--- config.mk ---
export PLATFORM = sky130hd
export DESIGN_NAME = addsub_seq_resp
export DESIGN_NICKNAME = d
export VERILOG_FILES = /design/src/rtl/addsub_pkg.sv /design/src/rtl/addsub_chunk.sv /design/src/rtl/addsub_seq_resp.sv
export SDC_FILE = /design/constraint.sdc
export NUM_CORES = 1
export LEC_CHECK = 0
export BUFFER_PORTS_ARGS = -buffer_cell sky130_fd_sc_hd__buf_4
export CORE_MARGIN = 3
export CORE_UTILIZATION = 55
export CTS_BUF_LIST = sky130_fd_sc_hd__clkbuf_16
export CTS_CLUSTER_SIZE = 10
export DETAILED_ROUTE_END_ITERATION = 10
export PLACE_DENSITY = 0.8
export SYNTH_ARGS = -nofsm -noshare
export SYNTH_HDL_FRONTEND = slang
export SYNTH_SLANG_ARGS = --single-unit
--- constraint.sdc ---
create_clock -name clk -period 3.7 [get_ports clk]
set_input_delay 0.37 -clock clk [delete_from_list [all_inputs] [get_ports clk]]
set_output_delay 0.37 -clock clk [all_outputs]
set_load 0.01 [all_outputs]
--- src/rtl/addsub_pkg.sv ---
// Shared types and helpers for the chunked add/subtract responder.
package addsub_pkg;

  localparam int DEF_WIDTH = 32;
  localparam int DEF_CHUNK = 8;

  typedef enum logic [1:0] {
    IDLE = 2'd0,
    CALC = 2'd1,
    DONE = 2'd2
  } state_e;

  // Signed overflow: operands (after the subtract inversion) agree in sign
  // but the result sign differs from them.
  function automatic logic calc_ovf(input logic a_msb, input logic b_msb,
                                    input logic s_msb);
    return (a_msb == b_msb) && (s_msb != a_msb);
  endfunction

endpackage

--- src/rtl/addsub_chunk.sv ---
// Combinational W-bit adder slice with carry in/out.
module addsub_chunk #(
  parameter int W = 8
) (
  input  logic [W-1:0] a,
  input  logic [W-1:0] b,
  input  logic         cin,
  output logic [W-1:0] s,
  output logic         cout
);

  assign {cout, s} = {1'b0, a} + {1'b0, b} + {{W{1'b0}}, cin};

endmodule

--- src/rtl/addsub_seq_resp.sv ---
// Handshaked add/subtract responder: one CHUNK-wide slice per CALC cycle,
// carry rippled through a register between slices.
module addsub_seq_resp
  import addsub_pkg::*;
#(
  parameter int WIDTH = DEF_WIDTH,
  parameter int CHUNK = DEF_CHUNK
) (
  input  logic             clk,
  input  logic             rst_n,
  input  logic             in_valid,
  output logic             in_ready,
  input  logic [WIDTH-1:0] in_a,
  input  logic [WIDTH-1:0] in_b,
  input  logic             in_sub,
  output logic             out_valid,
  input  logic             out_ready,
  output logic [WIDTH-1:0] out_sum,
  output logic             out_carry,
  output logic             out_ovf,
  output logic             out_zero
);

  localparam int NCHUNK = WIDTH / CHUNK;
  localparam int IDXW   = (NCHUNK > 1) ? $clog2(NCHUNK) : 1;
  localparam int MSB    = WIDTH - 1;

  generate
    if (WIDTH % CHUNK != 0) begin : g_bad_chunk
      $error("addsub_seq_resp: WIDTH must be a multiple of CHUNK");
    end
  endgenerate

  state_e            state_q, state_d;
  logic [WIDTH-1:0]  a_q, a_d;
  logic [WIDTH-1:0]  b_q, b_d;        // b already inverted for subtract
  logic [WIDTH-1:0]  sum_q, sum_d;
  logic              carry_q, carry_d;
  logic [IDXW-1:0]   idx_q, idx_d;
  logic              in_ready_q, in_ready_d;
  logic              out_valid_q, out_valid_d;
  logic              out_carry_q, out_carry_d;
  logic              out_ovf_q, out_ovf_d;
  logic              out_zero_q, out_zero_d;

  logic [CHUNK-1:0]  c_a, c_b, c_s;
  logic              c_cout;
  logic              last_chunk;

  assign c_a        = a_q[idx_q*CHUNK +: CHUNK];
  assign c_b        = b_q[idx_q*CHUNK +: CHUNK];
  assign last_chunk = (idx_q == IDXW'(NCHUNK - 1));

  addsub_chunk #(.W(CHUNK)) u_chunk (
    .a    (c_a),
    .b    (c_b),
    .cin  (carry_q),
    .s    (c_s),
    .cout (c_cout)
  );

  // Next-state, datapath and registered-output logic.
  always_comb begin
    state_d     = state_q;
    a_d         = a_q;
    b_d         = b_q;
    sum_d       = sum_q;
    carry_d     = carry_q;
    idx_d       = idx_q;
    in_ready_d  = in_ready_q;
    out_valid_d = out_valid_q;
    out_carry_d = out_carry_q;
    out_ovf_d   = out_ovf_q;
    out_zero_d  = out_zero_q;
    case (state_q)
      IDLE: begin
        if (in_valid) begin
          a_d        = in_a;
          b_d        = in_sub ? ~in_b : in_b;
          carry_d    = in_sub;     // +1 completes the two's-complement negate
          idx_d      = '0;
          in_ready_d = 1'b0;
          state_d    = CALC;
        end
      end
      CALC: begin
        sum_d[idx_q*CHUNK +: CHUNK] = c_s;
        carry_d = c_cout;
        if (last_chunk) begin
          idx_d       = '0;
          out_valid_d = 1'b1;
          out_carry_d = c_cout;
          out_ovf_d   = calc_ovf(a_q[MSB], b_q[MSB], sum_d[MSB]);
          out_zero_d  = ~|sum_d;
          state_d     = DONE;
        end else begin
          idx_d = idx_q + 1'b1;
        end
      end
      DONE: begin
        if (out_ready) begin
          out_valid_d = 1'b0;
          in_ready_d  = 1'b1;
          state_d     = IDLE;
        end
      end
      default: begin
        out_valid_d = 1'b0;
        in_ready_d  = 1'b1;
        state_d     = IDLE;
      end
    endcase
  end

  // State registers; async reset drops any in-flight result.
  always_ff @(posedge clk or negedge rst_n) begin
    if (!rst_n) begin
      state_q     <= IDLE;
      a_q         <= '0;
      b_q         <= '0;
      sum_q       <= '0;
      carry_q     <= 1'b0;
      idx_q       <= '0;
      in_ready_q  <= 1'b1;
      out_valid_q <= 1'b0;
      out_carry_q <= 1'b0;
      out_ovf_q   <= 1'b0;
      out_zero_q  <= 1'b0;
    end else begin
      state_q     <= state_d;
      a_q         <= a_d;
      b_q         <= b_d;
      sum_q       <= sum_d;
      carry_q     <= carry_d;
      idx_q       <= idx_d;
      in_ready_q  <= in_ready_d;
      out_valid_q <= out_valid_d;
      out_carry_q <= out_carry_d;
      out_ovf_q   <= out_ovf_d;
      out_zero_q  <= out_zero_d;
    end
  end

  assign in_ready  = in_ready_q;
  assign out_valid = out_valid_q;
  assign out_sum   = sum_q;
  assign out_carry = out_carry_q;
  assign out_ovf   = out_ovf_q;
  assign out_zero  = out_zero_q;

endmodule
### Yosys cells after proc, flatten, opt, wreduce, memory -nomap -nowiden

Index checks and enable logic that the tools add are counted.

| word-level totals | value |
|---|---|
| bits in registers | 106 |
| output and inout port bits | 37 |

| cells by class | value |
|---|---|
| $add $sub $neg | 4 |
| equality and inequality tests | 8 |
| shift operators | 4 |
| mux-type cells | 17 |
| bitwise logic cells | 3 |
| reduce and logical (&&, ||, !) cells | 11 |

Operator list:

| cell | count |
|---|---|
| 32-bit by 6-bit variable part select with 8-bit output | 2 |
| 5-bit negation with 34-bit output | 1 |
| 8-bit by 34-bit variable shift with 32-bit output (first input constant) | 1 |
| 8-bit by 34-bit variable part select with 32-bit output | 1 |
| 32-bit bitwise mux | 1 |
| 32-bit two-way mux | 1 |
| 32-bit inverter | 1 |
| 32-bit OR reduction | 1 |
| 2-bit two-way mux | 5 |
| 8-bit by 8-bit adder with 9-bit output | 1 |
| 9-bit by 1-bit adder with 9-bit output | 1 |
| 3-bit AND reduction | 3 |
| 2-bit != test (second input constant) | 3 |
| 1-bit one-hot mux with 3 select lines | 2 |
| 2-bit one-hot mux with 3 select lines | 1 |
| 2-bit AND reduction | 3 |
| 1-bit two-way mux | 5 |
| 2-bit == test (second input constant) | 2 |
| 2-bit one-hot mux with 2 select lines | 1 |
| 2-bit by 1-bit adder with 2-bit output (second input constant) | 1 |
| 2-bit by 1-bit == test with 1-bit output (second input constant) | 1 |
| 2-bit logical NOT | 1 |
| 1-bit inverter | 2 |
| 1-bit one-hot mux with 2 select lines | 1 |
| 5 further kinds | 5 |

### Logic depth before layout (Yosys ltp)

Gate-level depths: netlist (run 1).

| depth | value |
|---|---|
| depth in word-level cells | 7 |
| depth in mapped cells | 11 |

### By module

Synthesis (run 1) repeated with hierarchy kept, for this count alone.

| unflattened totals | value |
|---|---|
| cells, all modules | 442 |
| area, all modules | 5,256.3 µm² |

By module, submodules not included:

| module | instances | cells an instance | area each (µm²) | sequential area each (µm²) |
|---|---|---|---|---|
| addsub_seq_resp | 1 | 400 | 4,924.7 | 2,653.8 |
| addsub_chunk | 1 | 42 | 331.6 | 0.0 |

### Least setup slack after synthesis (run 1)

Ideal clock, no wire load.

| timing path | value |
|---|---|
| path type | reg-to-reg |
| start | register idx_q[0] |
| end | register out_zero_q (netlist: out_zero) |
| setup time | 122 ps |
| arrival time | 2,966 ps |
| data required time | 3,578 ps |
| slack | 612 ps |
| stages on the path, launching flop included | 11 |
| path buffers | 2 |
| cells stage by stage | dfrtp_1 > buf_2 > buf_2 > mux4_2 > ha_1 > a21o_1 > a21oi_2 > o21a_4 > xnor2_1 > o21ai_0 > a32o_1 |

| between the ends | value |
|---|---|
| cells in the longest elaborated chain, start to end | 7 |
| elaborated cells on any way between the ends | 12 |
| those cells by class | 3 x add/sub; 1 x eq/ne; 4 x shift; 1 x mux; 3 x reduce/logical |

RTL lines:

| item | RTL line | text |
|---|---|---|
| start, declared | addsub_seq_resp.sv:39 | `logic [IDXW-1:0] idx_q, idx_d;` |
| start signal, assigned | addsub_seq_resp.sv:135 | `idx_q <= idx_d;` |
| 32-bit by 6-bit variable part select with 8-bit output, on equally long branches | addsub_seq_resp.sv:50, addsub_seq_resp.sv:51 |  |
| 8-bit by 8-bit adder with 9-bit output | addsub_chunk.sv:12 | `assign {cout, s} = {1'b0, a} + {1'b0, b} + {{W{1'b0}}, cin};` |
| 9-bit by 1-bit adder with 9-bit output | addsub_chunk.sv:12 |  |
| 8-bit by 34-bit variable part select with 32-bit output | addsub_seq_resp.sv:87 | `sum_d[idx_q*CHUNK +: CHUNK] = c_s;` |
| 32-bit bitwise mux | addsub_seq_resp.sv:87 |  |
| 32-bit OR reduction | addsub_seq_resp.sv:94 | `out_zero_d = ~\|sum_d;` |
| 1-bit logical NOT | addsub_seq_resp.sv:94 |  |
| end signal, assigned | addsub_seq_resp.sv:140 | `out_zero_q <= out_zero_d;` |
| end, declared | addsub_seq_resp.sv:44 | `logic out_zero_q, out_zero_d;` |

Several ways; a longest one is shown, not always the timed one.
A chain may end at the register's enable or synchronous reset.

### Final worst setup path (run 1)

Ends and elaborated chain as after synthesis.

==> results of run 1 <==
## worst max path at each step
stage                          end  startpoint  slack (ns)  depth (start not counted)
after global placement    out_zero    idx_q[0]        0.73                          8
after CTS                 out_zero    idx_q[0]        0.66                          9
final                     out_zero    idx_q[0]        0.65                          9
after floorplan           out_zero    idx_q[0]        0.61                         10
after global routing      out_zero    idx_q[0]        0.37                          9
after detailed placement  out_zero    idx_q[0]        0.68                          9
## worst max-delay path, delay by kind of cell (launching register included)
kind,cells,cell delay [ns]
AOI/OAI and AO/OA,4,0.74
and+or+nand+nor,1,0.08
DFF,1,0.47
buffers and inverters,1,0.25
muxes,1,0.54
xor gates and xnor gates,1,0.56
adders and majority gates,1,0.30
## cells in the mapped netlist (3+ instances only)
master / number / area share
xnor2_1: 34 / 0.057
mux4_2: 16 / 0.069
inv_1: 6 / 0.0043
a22o_1: 18 / 0.030
a22o_2: 3 / 0.0058
o21ai_0: 20 / 0.019
mux2_2: 32 / 0.069
dfrtp_1: 105 / 0.50
buf_2: 11 / 0.011
clkbuf_1: 4 / 0.0029
nor2_1: 44 / 0.032
nor4_1: 9 / 0.011
a21oi_1: 41 / 0.039
o21a_1: 3 / 0.0043
buf_1: 5 / 0.0036
a21o_1: 4 / 0.0058
nand2_1: 36 / 0.026
ha_1: 13 / 0.031
## area by class of cell
| class | count | area (µm²) |
|---|---|---|
| inverters | 6 | 22.52 |
| flip-flops and latches | 106 | 2654 |
| clock buffers | 9 | 225.2 |
| multi-input cells | 312 | 2465 |
| well taps | 126 | 157.7 |
| clock inverters | 7 | 80.08 |
| repair buffers | 116 | 870.8 |
| fillers | 634 | 2501 |
## cell usage in the layout, fill, tap and decap left out, types with 2 or more instances in the layout
master     netlist  layout
or3_1            2       2
o21a_1           3       3
o31ai_1          2       2
dfrtp_1        105     105
nand2b_1         2       2
a21oi_1         41      41
o32ai_1          2       2
clkbuf_16        0       9
o22ai_1          2       2
ha_1            13      13
mux2i_1          2       2
and2_1           2       2
buf_4            0     116
xor2_1           2       2
mux4_2          16      16
o21ai_0         20      20
nand2_1         36      36
a21o_1           4       4
clkinv_4         0       4
a22o_1          18      18
fa_1             2       2
xnor2_1         34      34
nor4_1           9       9
mux2_2          32      32
o22a_1           2       2
nor2_1          44      43
a22o_2           3       3
inv_1            6       7
## per-stage QoR
step             util  total power [mW]  area [µm²]  hold slack (ns)
3_3_place_gp   0.6873             6.022        6170           0.4694
5_1_grt        0.7214             7.660        6475           0.2273
4_1_cts        0.7214             7.176        6475           0.2099
6_report       0.7214             7.214        6475           0.1543
3_5_place_dp   0.6873             6.195        6170           0.4801
2_1_floorplan       -             4.783        5223          0.07441
## registers in the layout (all words and copies together) (netlist names)
name	flops
a_q	32
b_q	32
carry_q	1
idx_q	2
in_ready	1
out_carry	1
out_ovf	1
out_sum	32
out_valid	1
out_zero	1
state_q	2
## power by group through the flow
stage	clock network, mW	registers (mW)	logic [mW]
2_1_floorplan	0	1.95	2.84
3_3_place_gp	0	2.07	3.95
3_5_place_dp	0	2.08	4.11
4_1_cts	0.976	2.07	4.13
5_1_grt	1.02	2.12	4.52
6_report	0.972	2.07	4.17
## cells by family (layout without fill, tap and decap cells)
logic type,after synthesis,in the layout,share of synthesized area
mux,50,50,0.1418
buf+inv,26,138,0.02132
compound gates,107,107,0.1397
simple gates,104,104,0.08984
flops,106,106,0.5081
xor+xnor,36,36,0.06038
fa+ha+maj,15,15,0.03881
## metal layers
metal	GRT usage	up-vias
met5	0	-
met4	0.07570	0
met3	0.03421	22
met2	0.3995	170
met1	0.3453	1942
li1	-	1825
==> reports/qor.yml, run 1 <==
status: "finished, final reports clean"
ys.flop_type: "dfrtp_1"
ir_drop_mv: 0.7690
synth_cells: 444
finalCriticalPeriod_ns: 3.050
drv_slew: 0
netSwitchingFraction: 0.4384
pre_cts_slack_ns: 0.6792
p_seq_frac: 0.287
cts_sinks: 106
hold_class: "in -> async"
ys_warn_count: 0
detail_route.vias_per_cell: 5.805
synth.distinct_cells: 48
tightestPinTransition_ns: 1.138
finalCritPeriodShare: 0.8244
post_cts_resize_count: 0
ys_seq_area_frac: 0.5081
crit_chain: "buf_4, mux4_2, ha_1, a21o_1, a21oi_1, xnor2_1, a21boi_0, nor4_1, a32o_1"
placed_cells: 666
max_freq_mhz: 327.9
die_w_um: 103.4
power_frac_comb: 0.579
maxCapViolCount: 0
wirelength_met1_um: 5399
slew_headroom: 0.2393
cts_tree: "yes"
r2r-end: "out_zero"
slowest_delay_ns: 0.56
power.switching_mw: 3.162
synth-edff-count: 0
die_area_mm2: 0.01070
die_h_um: 103.4
route.met2.wl_um: 6352
rows: 34
fin_worst_skew_ns: 0.009222
cp-start-kind: "register"
end_kind: "register"
start_util: 0.5818
drive_above_1_share: 0.3435
setup_tns_ns: 0
rsz0062_at_grt: "no"
core-area_mm2: 0.008976
drc_errors: 0
rrSetupSlack_ns: 0.65
reg2reg_from: "idx_q[0]"
first_iter_violations: 175
cts_root_buf: "clkbuf_16"
cts_buffers: 9
io_buffer_count: 105
p_int_mw: 4.051
critPathArrivalTime_ns: 3.28
required_ns: 3.92
cts_buffer_depth: 2
async_reset_ff_frac: 1.000
ctsHtreeMaxLevel: 3
grt_pass1_vias: 3845
drtPass1Iterations: 4
crit_slowest_cell: "xnor2_1"
top_layer_used: "met4"
fin_cells: 682
clkTransAtPathRegs_ns: 0.08
synth_fp_nets: 528
diodes: 0
place_hpwl_um: 9735
layout.nets: 635
power_frac_clock: 0.135
syn_area_mm2: 0.005223
cts_hold_buf: 0
grt_max_degree: 76
synth.avg_cell_area_um2: 11.76
clock_latency_ns: 0.34
rr_worst_depth: 9
gr-total-overflow: 0
track_usage: 0.2456
grt_first_pass_wirelength_um: 19920
antenna_found_initial: 0
post_cts.repair.setup_buffers: 0
crit_type: "reg -> reg"
setup_slack_ns: 0.6498
drtAntennaViolNets: 0
final_hold_viol_count: 0
p_leak_nw: 2.914
area_growth_pct: 23.98
pin_count: 106
drt-total-wl_um: 12760
gp_congestion: 0.8734
num_vias: 3959
p_per_area_mw_per_mm2: 1114
routedWlPerCell_um: 18.71
path_max_fanout: 8
synth_seq_cells: 106
wl_met3_um: 797
setup_viol: 0
Note: power is estimated with default switching activity, not from simulation.
==> inputs of run 2 (changes only) <==
--- a/config.mk
+++ b/config.mk
@@ -7,11 +7,11 @@
 export LEC_CHECK = 0
 export BUFFER_PORTS_ARGS = -buffer_cell sky130_fd_sc_hd__buf_4
 export CORE_MARGIN = 3
-export CORE_UTILIZATION = 55
+export CORE_UTILIZATION = 50
 export CTS_BUF_LIST = sky130_fd_sc_hd__clkbuf_16
 export CTS_CLUSTER_SIZE = 10
 export DETAILED_ROUTE_END_ITERATION = 10
-export PLACE_DENSITY = 0.8
+export PLACE_DENSITY = 0.77
 export SYNTH_ARGS = -nofsm -noshare
 export SYNTH_HDL_FRONTEND = slang
 export SYNTH_SLANG_ARGS = --single-unit
==> constraint.sdc (replaced) <==
create_clock -name clk -period 2.5 [get_ports clk]
set_input_delay 0.25 -clock clk [delete_from_list [all_inputs] [get_ports clk]]
set_output_delay 0.25 -clock clk [all_outputs]
set_load 0.01 [all_outputs]
==> reports/qor.yml, run 2 (synthesis results as in run 1) <==
status: "complete, but fails checks"
violations: "setup timing"
layout.nets: 662  # +4.3%
ctsHtreeMaxLevel: 3  # unchanged
finalCritPeriodShare: 1.075  # +0.2505
p_per_area_mw_per_mm2: 1815  # +63%
tightestPinTransition_ns: 0.7066  # -0.4317 ns
cts_buffers: 9  # unchanged
drtPass1Iterations: 6  # +2
grt_first_pass_wirelength_um: 20830  # +4.6%
use_met3: 0.04119  # +0.006989
start_util: 0.5246  # -0.05719
power_frac_clock: 0.117  # -0.018
ir_drop_mv: 0.9352  # +22%
cts_root_buf: "clkbuf_16"
place_hpwl_um: 9512  # -2.3%
grt_max_degree: 97  # +28%
gp_congestion: 0.8639  # -1.1%
first_iter_violations: 151  # -14%
mostFrequentLayoutCells: "buf_4 (137), dfrtp_1 (104), nor2_1 (40)"
cts_sinks: 106  # unchanged
seqCellArea_mm2: 0.002655  # about the same
die_w_um: 108.2  # +4.6%
path_max_fanout: 6  # -2
fill_cells: 758  # +20%
drc_errors: 0  # unchanged
p_int_mw: 7.339  # +81%
power.switching_mw: 5.005  # +58%
grt_pass1_vias: 4169  # +8.4%
setup_viol: 20  # +20
drtAntennaViolNets: 0  # unchanged
cts_buffer_depth: 2  # unchanged
antenna_found_initial: 0  # unchanged
power_frac_comb: 0.640  # +0.061
finalCriticalPeriod_ns: 2.687  # -0.3629 ns
die_h_um: 108.2  # +4.6%
required_ns: 2.73  # -1.19 ns
p_seq_frac: 0.243  # -0.044
num_vias: 3970  # +0.28%
maxCapViolCount: 0  # unchanged
rsz0062_at_grt: "yes"
fin_cells: 714  # +4.7%
multi_input_area_mm2: 0.002546  # +3.3%
end_kind: "register"
diodes: 0  # unchanged
die_area_mm2: 0.01171  # +9.4%
grt.met2_usage: 0.3854  # -0.01407
clock_latency_ns: 0.34  # about the same
pre_cts_slack_ns: -0.2050  # -0.8842 ns
slew_headroom: 0.5289  # +0.2896
pin_count: 106  # unchanged
core-area_mm2: 0.009955  # +11%
area_growth_pct: 30.21
drv_slew: 0  # unchanged
routedWlPerCell_um: 17.42  # -6.9%
final_common_cell: "buf_4"
setup_slack_ns: -0.1873  # -0.8371 ns
detail_route.vias_per_cell: 5.560  # -4.2%
busiest_layer: "met2"
cts_tree: "yes"
rows: 36  # +5.9%
io_buffer_count: 105  # unchanged
track_usage: 0.2303  # -0.01527
gr-total-overflow: 0  # unchanged
cp-start-kind: "register"
drive_above_1_share: 0.3976  # +0.05407
p_leak_nw: 3.062  # +5.1%
placed_cells: 698  # +4.8%
clkTransAtPathRegs_ns: 0.07  # about the same
met1_usage: 0.3112  # -0.03411
hold_class: "in -> reg"
critPathArrivalTime_ns: 2.92  # -0.36 ns
crit_type: "reg -> reg"
drt-total-wl_um: 12440  # -2.5%
final_hold_viol_count: 0  # unchanged
max_freq_mhz: 372.1  # +14%
fin_worst_skew_ns: 0.008192  # -0.001030 ns
netSwitchingFraction: 0.4054  # -0.03296
==> run 2: cell types whose count changed in the layout (fill, tap and decap cells not counted), moves of 3 or more <==
cell      previous run  this run
o21ai_1              0         3
buf_4              116       137
clkinv_4             4         0
o21ai_2              0         3
nor2_1              43        40
o21ai_0             20        14
buf_6                0         3
nor2_2               0         3
==> run 2: metal layers <==
metal | routed length (µm) | share of wire
met1 | 5319 | 0.43
met2 | 6329 | 0.51
met3 | 625 | 0.050
met4 | 165 | 0.013
met5 | 0 | 0
==> run 2: cell type report <==
cell class | count | area share
Clock inverter | 5 | 0.01067
Inverter | 6 | 0.003312
Multi-Input combinational cell | 312 | 0.3744
Tap cell | 133 | 0.02447
Clock buffer | 9 | 0.03312
Timing Repair Buffer | 143 | 0.1636
Sequential cell | 106 | 0.3904
==> run 2: power groups by stage <==
stage | Sequential [mW] | Combinational (mW) | Clock, mW
finish | 3.00 | 7.91 | 1.44
global route | 3.10 | 8.63 | 1.54
CTS | 3.00 | 7.89 | 1.47
detailed placement | 3.03 | 7.65 | 0
global placement | 3.00 | 7.48 | 0
floorplan | 2.89 | 4.59 | 0
==> run 2: per-stage QoR <==
| step | hold WS, ns | setup TNS [ns] | instance area (µm²) | power, mW | util |
|---|---|---|---|---|---|
| finish | 0.1027 | -1.881 | 6800 | 12.34 | 0.6831 |
| global placement | 0.3274 | -1.199 | 6447 | 10.47 | 0.6477 |
| global route | 0.1129 | -4.494 | 6800 | 13.27 | 0.6831 |
| CTS | 0.09718 | -2.411 | 6784 | 12.36 | 0.6815 |
| detailed placement | 0.3367 | -1.838 | 6447 | 10.67 | 0.6477 |
| floorplan | -0.04559 | -1.048 | 5296 | 7.477 | - |
==> run 2: worst paths after layout <==
check | start | end | slack [ns] | cells past startpoint
max | idx_q[0] | out_zero | -0.19 | 10
min | out_ready | state_q[1] | 0.10 | 2
max reg2reg | idx_q[0] | out_zero | -0.19 | 10
min reg2reg | out_carry | out_carry | 0.49 | 2
max in group asynchronous | rst_n | a_q[9] | 1.33 | 3
min in group asynchronous | rst_n | out_sum[15] | 0.49 | 2
==> run 2: critical path: stages (launching register included) <==
cell and delay (ns):
dfrtp_2 0.45, mux4_2 0.54, fa_2 0.39, inv_2 0.07
fa_2 0.20, nand2b_4 0.13, a21oi_2 0.06, o31a_1 0.28
nor2_1 0.12, o32ai_1 0.10, a32o_1 0.25
==> run 2: what timing repair did <==
| action | in CTS | in global routing |
|---|---|---|
| pin swaps | 4 | 0 |
| hold buffers | 1 | 0 |
| buffers inserted | 1 | 0 |
| gates resized for setup | 6 | 4 |
| endpoints found under the setup margin | 20 | 26 |
| endpoints found under the hold margin | 52 | 0 |
==> inputs of run 3 (changes only) <==
--- a/config.mk
+++ b/config.mk
@@ -5,9 +5,11 @@
 export SDC_FILE = /design/constraint.sdc
 export NUM_CORES = 1
 export LEC_CHECK = 0
+export ABC_AREA = 1
+export ABC_CLOCK_PERIOD_IN_PS = 2500
 export BUFFER_PORTS_ARGS = -buffer_cell sky130_fd_sc_hd__buf_4
 export CORE_MARGIN = 3
-export CORE_UTILIZATION = 50
+export CORE_UTILIZATION = 51
 export CTS_BUF_LIST = sky130_fd_sc_hd__clkbuf_16
 export CTS_CLUSTER_SIZE = 10
 export DETAILED_ROUTE_END_ITERATION = 10
==> reports/qor.yml, run 3 <==
p_int_mw: 6.656  # -9.3%
finalCritPeriodShare: 1.123  # +0.04774
num_vias: 5677  # +43%
cts_buffer_depth: 2  # unchanged
place_hpwl_um: 11580  # +22%
cts_buffers: 9  # unchanged
synthTopCellsByArea: "dfrtp_1 (46%), nand2_1 (16%), o21ai_0 (8.3%)"
cp-start-kind: "register"
diodes: 0  # unchanged
crit_chain: "buf_6, nand2_1, a32oi_2, inv_1, fa_2, inv_2, nand2_2, nand3_1, nor2_1, nand2_1, nand2_1, nor2_1, nand3_1, nor2_1, nand3_1, nor2_1, nand3_1, nand2_1"
area_growth_pct: 35.16
async_reset_ff_frac: 1.000  # unchanged
crit_type: "reg -> reg"
detail_route.vias_per_cell: 5.533  # -0.49%
yosys.area.top_type: "dfrtp_1"
synth.avg_cell_area_um2: 7.654  # -35%
finalCriticalPeriod_ns: 2.807  # +0.1193 ns
die_area_mm2: 0.01247  # +6.5%
start_util: 0.5371  # +0.01248
die_w_um: 111.7  # +3.2%
power_frac_clock: 0.121  # +0.004
rsz0062_at_grt: "yes"
first_iter_violations: 461  # +210%
whs_ns: 0.08655  # -0.01617 ns
p_leak_nw: 3.762  # +23%
final_common_cell: "nand2_1"
die_h_um: 111.7  # +3.2%
max_freq_mhz: 356.3  # -4.3%
synth.distinct_cells: 29  # -40%
hold_class: "in -> reg"
critPathArrivalTime_ns: 3.09  # +0.17 ns
fin_worst_skew_ns: 0.01169  # +0.003495 ns
ys_warn_count: 0  # unchanged
cts_sinks: 106  # unchanged
synth-edff-count: 0  # unchanged
track_usage: 0.2547  # +0.02442
power_frac_comb: 0.633  # -0.007
clock_latency_ns: 0.36  # +0.02 ns
route.met2.wl_um: 7926  # +25%
crit_slowest_cell: "dfrtp_2"
path_max_fanout: 15  # +9
drc_errors: 0  # unchanged
yosys-top-cells-count: "nand2_1 (245), dfrtp_1 (105), o21ai_0 (94)"
wl_met3_um: 1028  # +64%
grt_max_degree: 77  # -21%
drt-total-wl_um: 16570  # +33%
ir_drop_mv: 0.9008  # -3.7%
cts_root_buf: "clkbuf_16"
wirelength_met1_um: 7016  # +32%
end_kind: "register"
tightestPinTransition_ns: 0.5268  # -0.1798 ns
core-area_mm2: 0.01060  # +6.5%
antenna_found_initial: 0  # unchanged
synth.most_common_cell: "nand2_1"
slowest_delay_ns: 0.44  # -0.10 ns
synth_cells: 744  # +68%
violations: "setup timing"
clkTransAtPathRegs_ns: 0.07  # about the same
gr-total-overflow: 0  # unchanged
p_per_area_mw_per_mm2: 1635  # -9.9%
layout.nets: 969  # +46%
ys_seq_area_frac: 0.4661  # -0.04209
syn_area_mm2: 0.005694  # +9.0%
final_hold_viol_count: 0  # unchanged
routedWlPerCell_um: 16.15  # -7.3%
synth_top_cell_area_share: 0.4614  # -0.04168
drtAntennaViolNets: 0  # unchanged
setup_tns_ns: -0.6627  # +1.219 ns
drtPass1Iterations: 5  # -1
rows: 37  # +2.8%
maxCapViolCount: 0  # unchanged
drv_slew: 0  # unchanged
slew_headroom: 0.6488  # +0.1198
gp_congestion: 0.9761  # +13%
fin_total_pwr_mw: 12.59  # +2.0%
ctsHtreeMaxLevel: 3  # unchanged
io_buffer_count: 105  # unchanged
synth_seq_cells: 106  # unchanged
ys.flop_type: "dfrtp_1"
netSwitchingFraction: 0.4712  # +0.06573
required_ns: 2.79  # +0.06 ns
setup_viol: 11  # -45%
power.switching_mw: 5.930  # +18%
grt_first_pass_wirelength_um: 26080  # +25%
synth_fp_nets: 828  # +57%
top_layer_used: "met4"
status: "complete, but fails checks"
drive_above_1_share: 0.3022  # -0.09534
cts_tree: "yes"
grt_pass1_vias: 5428  # +30%
setup_slack_ns: -0.3066  # -0.1193 ns
pin_count: 106  # unchanged
p_seq_frac: 0.246  # +0.003
mostFrequentLayoutCells: "nand2_1 (230), buf_4 (155), dfrtp_1 (103)"
[run 3: path summary, 6_finish.rpt]
kind                           from     endpoint  slack (ns)  cells after the start
hold reg to reg            in_ready     in_ready        0.47                      2
setup reg to reg           idx_q[0]     out_zero       -0.31                     18
min in group asynchronous     rst_n  out_sum[11]        0.41                      2
max in group asynchronous     rst_n     idx_q[0]        1.35                      3
hold / removal              in_a[9]       a_q[9]        0.09                      3
setup / recovery           idx_q[0]     out_zero       -0.31                     18
[run 3: cell families after synthesis]
group / synth area share
flip-flops: 0.4661
AO/OA/AOI/OAI: 0.1292
AND/OR/NAND/NOR: 0.2588
buffers and inverters: 0.06109
XOR/XNOR: 0.04922
adder cells (fa/ha/maj): 0.03560
[run 3: cell type report]
type	count	area, µm²
inverter	55	212.7
multi-input combinational	548	3029
timing repair buffer	165	1310
clock buffer	9	225.2
sequential	106	2656
clock inverter	7	92.59
tap	136	170.2
fill	788	2905
[run 3: layer usage]
metal  vias up  GRT usage
met2       267     0.4109
met4         0     0.1095
met1      2667     0.3378
met5         -          0
li1       2688          -
met3        55    0.04674
[run 3: power groups by stage]
stage	Combinational, mW	Sequential (mW)	Clock [mW]
CTS	6.77	3.04	1.53
detailed placement	6.23	3.05	0
global placement	6.05	3.02	0
finish	7.97	3.09	1.52
global route	8.65	3.17	1.61
floorplan	4.03	2.95	0
[run 3: per-stage QoR]
stage	instances	area, µm²	util	setup slack, ns
6_report	1026	7696	0.7260	-0.3066
5_1_grt	1026	7696	0.7260	-0.4525
4_1_cts	1022	7432	0.7011	-0.1912
3_5_place_dp	996	6905	0.6514	-0.3147
3_3_place_gp	996	6905	0.6514	-0.2017
2_1_floorplan	744	5741	-	-0.2248
[run 3: worst max-delay path, delay by kind of cell, from the launching register on]
family	cells	cell delay [ns]
adder cells (fa/ha/maj)	1	0.42
buffers and inverters	3	0.40
AO/OA/AOI/OAI	1	0.27
flip-flops	1	0.44
AND/OR/NAND/NOR	13	1.20
[run 3: timing repair]
| item | in CTS | in global routing |
|---|---|---|
| pin swaps | 28 | 11 |
| hold buffers | 1 | 0 |
| buffers inserted | 9 | 4 |
| gates resized for setup | 45 | 65 |
| endpoints found under the hold margin | 39 | 0 |
| setup endpoints to repair | 20 | 27 |
